### config.mk
export PLATFORM = sky130hd
export DESIGN_NAME = contador_batidas
export DESIGN_NICKNAME = d
export VERILOG_FILES = /design/src/rtl/nave_pkg.sv /design/src/rtl/sobreposicao_aabb.sv /design/src/rtl/contador_batidas.sv
export SDC_FILE = /design/constraint.sdc
export NUM_CORES = 1
export LEC_CHECK = 0
export BUFFER_PORTS_ARGS = -buffer_cell sky130_fd_sc_hd__buf_4
export CAP_MARGIN = 20
export CORE_UTILIZATION = 55
export CTS_CLUSTER_SIZE = 25
export DETAILED_ROUTE_END_ITERATION = 6
export GPL_TIMING_DRIVEN = 0
export PLACE_DENSITY_LB_ADDON = 0.15
export SKIP_LAST_GASP = 1
export SLEW_MARGIN = 20
export SYNTH_ARGS = -nofsm -noshare
export SYNTH_HDL_FRONTEND = slang
export SYNTH_SLANG_ARGS = --single-unit
### constraint.sdc
create_clock -name CLOCK_50 -period 9.39 [get_ports CLOCK_50]
set_input_delay 1.878 -clock CLOCK_50 [delete_from_list [all_inputs] [get_ports CLOCK_50]]
set_output_delay 1.878 -clock CLOCK_50 [all_outputs]
set_load 0.01 [all_outputs]
### src/rtl/nave_pkg.sv
// Shared definitions for the ship/hazard logic: default ship size, hit limit,
// screen limits, FSM state type and the hazard box record.
package nave_pkg;

    localparam int NAVE_LARG_PAD = 45;
    localparam int NAVE_ALT_PAD  = 51;
    localparam int MAX_BATIDAS   = 3;
    localparam int TELA_LARG     = 640;
    localparam int TELA_ALT      = 480;

    typedef logic [1:0] estado_t;
    localparam estado_t ATIVO = 2'd0;
    localparam estado_t INVUL = 2'd1;
    localparam estado_t FIM   = 2'd2;

    typedef struct packed {
        logic [9:0] x;
        logic [9:0] y;
        logic [7:0] w;
        logic [7:0] h;
    } caixa_t;

    // a < b + bw, with the sum one bit wider so it never wraps
    function automatic logic antes(input logic [9:0] a, input logic [9:0] b,
                                   input logic [7:0] bw);
        return {1'b0, a} < ({1'b0, b} + {3'b000, bw});
    endfunction

endpackage

### src/rtl/sobreposicao_aabb.sv
// Combinational strict axis-aligned box overlap; touching edges do not count.
module sobreposicao_aabb
    import nave_pkg::*;
(
    input  logic   valido,
    input  caixa_t a,
    input  caixa_t b,
    output logic   sobre
);

    logic sobre_x;
    logic sobre_y;

    assign sobre_x = antes(b.x, a.x, a.w) && antes(a.x, b.x, b.w);
    assign sobre_y = antes(b.y, a.y, a.h) && antes(a.y, b.y, b.h);
    assign sobre   = valido && sobre_x && sobre_y;

endmodule

### src/rtl/contador_batidas.sv
// Ship hit counter: registered overlap, ATIVO/INVUL/FIM FSM, saturating at 3.
// Optional sprite blinking during invulnerability with NAVE_PISCA_EN.
module contador_batidas
    import nave_pkg::*;
#(
    parameter int NAVE_LARG     = NAVE_LARG_PAD,
    parameter int NAVE_ALT      = NAVE_ALT_PAD,
    parameter int INVUL_QUADROS = 60
) (
    input  logic       CLOCK_50,
    input  logic       reset,
    input  logic       reiniciarJogo,
    input  logic       pausa,
    input  logic       quadro_tick,
    input  logic [9:0] x_nave,
    input  logic [9:0] y_nave,
    input  logic       obj_valid,
    input  logic [9:0] obj_x,
    input  logic [9:0] obj_y,
    input  logic [7:0] obj_w,
    input  logic [7:0] obj_h,
    output logic [1:0] n_batidas,
    output logic       batida_pulso,
    output logic       invulneravel,
    output logic       nave_visivel
);

    localparam logic [1:0] ULTIMA = 2'(MAX_BATIDAS - 1);

    caixa_t  nave;
    caixa_t  obj;
    logic    sobre;
    logic    sobre_q;
    logic    limpa;
    logic    conta_batida;
    logic    tick_ok;
    logic    fim_invul;
    estado_t estado;
    logic [7:0] contador;

    assign limpa = reset || reiniciarJogo;
    assign nave  = '{x: x_nave, y: y_nave, w: 8'(NAVE_LARG), h: 8'(NAVE_ALT)};
    assign obj   = '{x: obj_x, y: obj_y, w: obj_w, h: obj_h};

    sobreposicao_aabb u_aabb (
        .valido (obj_valid),
        .a      (nave),
        .b      (obj),
        .sobre  (sobre)
    );

    always_ff @(posedge CLOCK_50) begin
        if (limpa) sobre_q <= 1'b0;
        else       sobre_q <= sobre;
    end

    // Only ATIVO listens to stage 1, so overlaps queued behind a hit die here
    assign conta_batida = (estado == ATIVO) && sobre_q && !pausa;
    assign tick_ok      = (estado == INVUL) && quadro_tick && !pausa;
    assign fim_invul    = tick_ok && (contador == 8'd1);

    always_ff @(posedge CLOCK_50) begin
        if (limpa) begin
            estado       <= ATIVO;
            n_batidas    <= 2'd0;
            batida_pulso <= 1'b0;
            contador     <= 8'd0;
        end else begin
            batida_pulso <= 1'b0;
            case (estado)
                ATIVO: begin
                    if (conta_batida) begin
                        n_batidas    <= n_batidas + 2'd1;
                        batida_pulso <= 1'b1;
                        if (n_batidas == ULTIMA) begin
                            estado <= FIM;
                        end else begin
                            estado   <= INVUL;
                            contador <= 8'(INVUL_QUADROS);
                        end
                    end
                end
                INVUL: begin
                    if (tick_ok) begin
                        contador <= contador - 8'd1;
                        if (fim_invul) estado <= ATIVO;
                    end
                end
                FIM: n_batidas <= 2'(MAX_BATIDAS);
                default: estado <= ATIVO;
            endcase
        end
    end

    assign invulneravel = (estado == INVUL);

`ifdef NAVE_PISCA_EN
    logic [1:0] fase;
    logic       visivel_q;

    always_ff @(posedge CLOCK_50) begin
        if (limpa) begin
            fase      <= 2'd0;
            visivel_q <= 1'b1;
        end else if (conta_batida && (n_batidas != ULTIMA)) begin
            fase      <= 2'd0;
            visivel_q <= 1'b0;
        end else if (tick_ok) begin
            if (fim_invul) begin
                fase      <= 2'd0;
                visivel_q <= 1'b1;
            end else begin
                fase <= fase + 2'd1;
                if (fase == 2'd3) visivel_q <= ~visivel_q;
            end
        end
    end

    assign nave_visivel = visivel_q;
`else
    assign nave_visivel = 1'b1;
`endif

endmodule

## Word level (Yosys, flattened, before mapping)

Index checks and enable logic that the tools add are counted.

- Memory bits (read-only): 0
- Bits in latches: 0
- Output and inout port bits: 5
- Input bits: 62
- Logic and storage cells: 55
- Memory bits (writable): 0
- Memories: 0
- Register bits after elaboration: 14

- Bitwise gates (word level): 2
- Reduce and logical (&&, ||, !) cells: 18
- Shift operators: 0
- Divide/modulo/power cells: 0
- Equality and inequality tests: 8
- $mul: 0
- Magnitude comparators: 4
- Mux-type cells: 12
- Add/subtract/negate cells: 6

Operators by type and width:

| operator | count |
|---|---|
| 10-bit by 11-bit < comparator with 1-bit output | 4 |
| 8-bit two-way mux | 3 |
| 10-bit by 6-bit adder with 11-bit output (second input constant) | 2 |
| 10-bit by 8-bit adder with 11-bit output | 2 |
| 8-bit one-hot mux with 2 select lines | 1 |
| 2-bit two-way mux | 5 |
| 1-bit logical AND | 9 |
| 8-bit by 1-bit equality test with 1-bit output (second input constant) | 1 |
| 4-bit AND reduction | 2 |
| 8-bit by 1-bit subtractor with 8-bit output (second input constant) | 1 |
| 2-bit one-hot mux with 3 select lines | 1 |
| 2-bit equality test (second input constant) | 2 |
| 2-bit by 1-bit inequality test with 1-bit output (second input constant) | 2 |
| 2-bit inequality test (second input constant) | 2 |
| 2-bit one-hot mux with 2 select lines | 1 |
| 2-bit nonzero test | 2 |
| 2-bit by 1-bit adder with 2-bit output (second input constant) | 1 |
| 2-bit by 1-bit equality test with 1-bit output (second input constant) | 1 |
| 2-bit zero test | 1 |
| 1-bit NOT | 2 |
| 2-bit AND reduction | 1 |
| 2-bit OR reduction | 1 |
| 1-bit zero test | 1 |
| 1-bit logical OR | 1 |
| 1-bit two-way mux | 1 |

## Depth between registers and ports, before layout

- Word-level depth: 7
- Gate-level depth with buffers: 15
- Mapped depth without buffers: 15

## Hierarchy

From an unflattened synthesis, not the netlist that was laid out.

- Cells, all modules: 359
- Area total of the unflattened synthesis: 2959.1 sq um

By module, submodules not included:

| module | cells an instance | area each (sq um) | seq. area each (sq um) | instances |
|---|---|---|---|---|
| sobreposicao_aabb | 273 | 2202.1 | 0.0 | 1 |
| contador_batidas | 86 | 757.0 | 280.3 | 1 |

## Least setup slack after synthesis

Ideal clock, no wire load.

- Kind: input -> register
- Start point: in obj_x[0]
- End point: reg sobre_q
- Stages: 14
- Data arrival time: 4493 ps
- Buffers on the path: 0
- Path slack: 4836 ps
- Cells stage by stage: ha_1 -> fa_1 -> a21o_1 -> a21oi_1 -> nor2b_1 -> o31a_1 -> nor3_1 -> o21bai_1 -> xor2_1 -> ha_1 -> a211oi_1 -> nand2_1 -> o221ai_1 -> and4_1

- Word-level cells in the longest chain between the ends: 5
- Elaborated cells on any way between the ends: 6
- Classes of those cells: 1 x add/sub; 2 x order compare; 3 x reduce/logical

Ends and longest elaborated chain:

| item | RTL line | source |
|---|---|---|
| start, declared | contador_batidas.sv:18 | `input logic [9:0] obj_x,` |
| 10-bit by 8-bit adder with 11-bit output | nave_pkg.sv:26 | `return {1'b0, a} < ({1'b0, b} + {3'b000, bw});` |
| 10-bit by 11-bit < comparator with 1-bit output | nave_pkg.sv:26 |  |
| 1-bit logical AND (*) | sobreposicao_aabb.sv:14 | `assign sobre_x = antes(b.x, a.x, a.w) && antes(a.x, b.x, b.w);` |
| 1-bit logical AND (*) (2 in a row) | sobreposicao_aabb.sv:16 | `assign sobre = valido && sobre_x && sobre_y;` |
| end signal, assigned | contador_batidas.sv:54 | `else sobre_q <= sobre;` |
| end, declared | contador_batidas.sv:33 | `logic sobre_q;` |

Every way passes the cells marked *; elsewhere a longest branch is shown, timed or not.
A chain may end at the register's enable or synchronous reset.

## Worst setup path in the final report

Ends and elaborated chain as after synthesis.

==> flow_summary_export.csv <==
group,metric,value,unit
status,outcome,"completed",
clock_tree,clock_path_buffers,2,
worst_setup_path,r2r_end,"contador[5]$_SDFFE_PP0P_",
sta,tns,0,ps
sta,worst_pin_slew,507,ps
clock_tree,cts_buffers,3,
synthesis,synth_seq_area_share,11.7,%
synthesis,synth.distinct_cells,50,
clock_tree,clk_latency,250,ps
sta,fmax,0.207,GHz
worst_setup_path,critPathKind,"in -> reg",
final_layout,area_delta_synth_final,25.3,%
worst_setup_path,critPathArrivalTime,5020,ps
min_path,min_path_cells,1,
worst_setup_path,worst_setup_path_end_kind,"flip-flop",
final_layout,layout-drive-gt1-share,22.4,%
grt,antenna_found_initial,0,
worst_setup_path,cp.required,9580,ps
routing,antenna_left,0,
sta,finalSetupViolations,0,
floorplanning,fp.dieW,68.0,um
sta,hold_viol,0,
routing,vias,2341,
floorplanning,io_pins,67,
final_layout,final_cell_mix,"66 x buf_4, 57 x ha_1, 33 x a21oi_1",
worst_setup_path,r2r-start,"n_batidas[0]$_SDFFE_PP0P_",
placed_design,gp_congestion,0.881,
flow_run,drv_cap,0,
floorplanning,die_area,0.00462,mm2
final_layout,layout_commonest_cell,"buf_4",
synthesis,synth-main-ff-cell,"dfxtp_1",
routing,wirelength,5280,um
floorplanning,fp.dieH,68.0,um
synthesis,synthAdderAreaFrac,31.5,%
min_path,hold_start,"estado[0]$_SDFFE_PP0P_",
sta,fin_worst_skew,3.32,ps
synthesis,netlist_area,0.00239,mm2
min_path,min_to,"estado[1]$_SDFFE_PP0P_",
pwr,power.leakage,0.00141,uW
grt,grt_first_pass_wirelength,8900,um
clock_tree,cts_tree,"done",
synthesis,yosys_warnings,0,
sta,slew_violations,0,
worst_setup_path,rr_worst_depth,8,
routing,drtPass1Iterations,4,
grt,grt_max_degree,10,
sta,whs,521,ps
grt,grt_pass1_vias,2181,
clock_tree,postCtsSetupBuffers,0,
final_layout,antenna_cells,0,
min_path,hold_class,"reg -> reg",
synthesis,synth_area_per_cell,8.17,um2
synthesis,synthCells,293,
worst_setup_path,startpoint,"obj_x[0]",
sta,fin_crit_sh,51.4,%
synthesis,synthSimpleGateAreaFrac,19.8,%
synthesis,async_flop_share,0,%
synthesis,synth_top_family_by_area,"adder cells",
worst_setup_path,startpoint_type,"input port",
synthesis,synth_compound_area_share,21.2,%
synthesis,synth-seq-cells,14,
sta,maxSlewHeadroom,65.8,%
placed_design,port_buffers,65,
clock_tree,h-tree-depth,1,
placed_design,hpwl,4580,um
worst_setup_path,r2r_setup_slack,7450,ps
synthesis,synth-edff-count,0,
floorplanning,core,0.00409,mm2
grt,overflow,0,
synthesis,synth_xor_area_share,13.2,%
floorplanning,std_cell_rows,23,
routing,drc,0,
pwr,ir_drop,0.0534,mV
grt,grt_util_all_layers,24.5,%
clock_tree,clock-sinks,14,
floorplanning,start_util,58.6,%
clock_tree,clk_pin_slew,50,ps
pwr,power_density,86.8,mW/mm2
clock_tree,holdBufCountCts,0,
worst_setup_path,worstPathMaxFanout,3,
synthesis,synth_fp_nets,414,
routing,via_per_inst,5.68,
routing,drt-initial-drc-count,105,
clock_tree,root_buffer,"clkbuf_8",
sta,period_minus_slack,4830,ps
final_layout,nNetsFinal,484,
sta,rsz0062_at_grt,"no",
routing,routedWlPerCell,12.8,um
clock_tree,ctsResizeCount,0,
synthesis,synth_mux_area_share,0,%
==> report_power, final <==
group / internal, uW / total, uW / leakage [uW] / switching, uW
Sequential: 60.0 / 60.6 / 0.000113 / 0.616
Clock: 37.2 / 58.8 / 0.0000288 / 21.6
Combinational: 70.8 / 141 / 0.00127 / 70.2
Total: 168 / 260 / 0.00141 / 92.4
==> routing by layer <==
layer / GRT usage [%] / part of all wire, % / up-vias
met3: 2.17 / 4.3 / 7
met2: 44.9 / 49 / 64
li1: - / - / 1223
met4: 5.73 / 1.2 / 0
met1: 30.4 / 46 / 1047
met5: 0 / 0 / -
==> layout make-up <==
type	count	area, um2
buffer	3	15.0
clock buffer	4	55.1
fill	341	1090
inverter	12	45.0
multi-input combinational	264	2050
sequential	14	280
tap	50	62.6
timing repair buffer	65	488
==> cell usage after synthesis, types with 2 or more instances <==
master / instances / area share (%)
nor2_1: 20 / 3.1
xnor2_1: 15 / 5.5
o221a_2: 2 / 0.94
nand2b_1: 4 / 1.0
nor3_2: 2 / 0.84
o21bai_1: 5 / 1.6
o211ai_1: 5 / 1.6
a21o_1: 6 / 1.9
xor2_1: 21 / 7.7
a31oi_1: 4 / 1.0
inv_1: 12 / 1.9
ha_1: 57 / 30
and3_1: 2 / 0.52
o2111ai_1: 2 / 0.73
or2_2: 2 / 0.52
dfxtp_1: 14 / 12
a21oi_1: 33 / 6.9
nand2_1: 14 / 2.2
nor2b_1: 7 / 1.8
fa_1: 2 / 1.7
nor4bb_1: 2 / 0.84
nand3_1: 6 / 1.3
o21ai_0: 12 / 2.5
a21boi_0: 3 / 0.94
nor3_1: 13 / 2.7
nand4_1: 4 / 1.0
==> through the flow <==
stage	cells	power [uW]	setup slack (ps)	utilization [%]	instance area (um2)
4_1_cts	412	262	4600	73.4	3000
3_3_place_gp	408	196	4420	72.0	2940
2_1_floorplan	293	154	4840	-	2390
3_5_place_dp	408	202	4370	72.0	2940
6_report	412	260	4560	73.4	3000
5_1_grt	412	284	4310	73.4	3000
==> registers in the layout, indices dropped and copies added (netlist names) <==
signal        flops
batida_pulso      1
estado            2
contador          8
n_batidas         2
sobre_q           1
==> worst max-delay path by stage <==
stage	end	slack, ps
final	sobre_q$_SDFF_PP0_	4560
after global placement	sobre_q$_SDFF_PP0_	4420
after floorplan	sobre_q$_SDFF_PP0_	4840
after detailed placement	sobre_q$_SDFF_PP0_	4370
after CTS	sobre_q$_SDFF_PP0_	4600
after global routing	sobre_q$_SDFF_PP0_	4310
==> worst max-delay path: stages <==
cell and delay [ps]:
buf_4 120, ha_1 220, fa_1 410, a21o_1 190, a21oi_1 220, nor2b_1 80, o31a_1 260, nor3_1 230
o21bai_1 180, xor2_1 170, ha_1 270, a211oi_1 270, nand2_1 90, o221ai_1 220, and4_1 210
==> logic make-up after synthesis <==
kind of cell,after synthesis
AOI/OAI and AO/OA,81
xor gates and xnor gates,36
adders and majority gates,59
buffers and inverters,15
DFF,14
other,1
and+or+nand+nor,87
No activity file was read; power rests on OpenSTA's default activity.
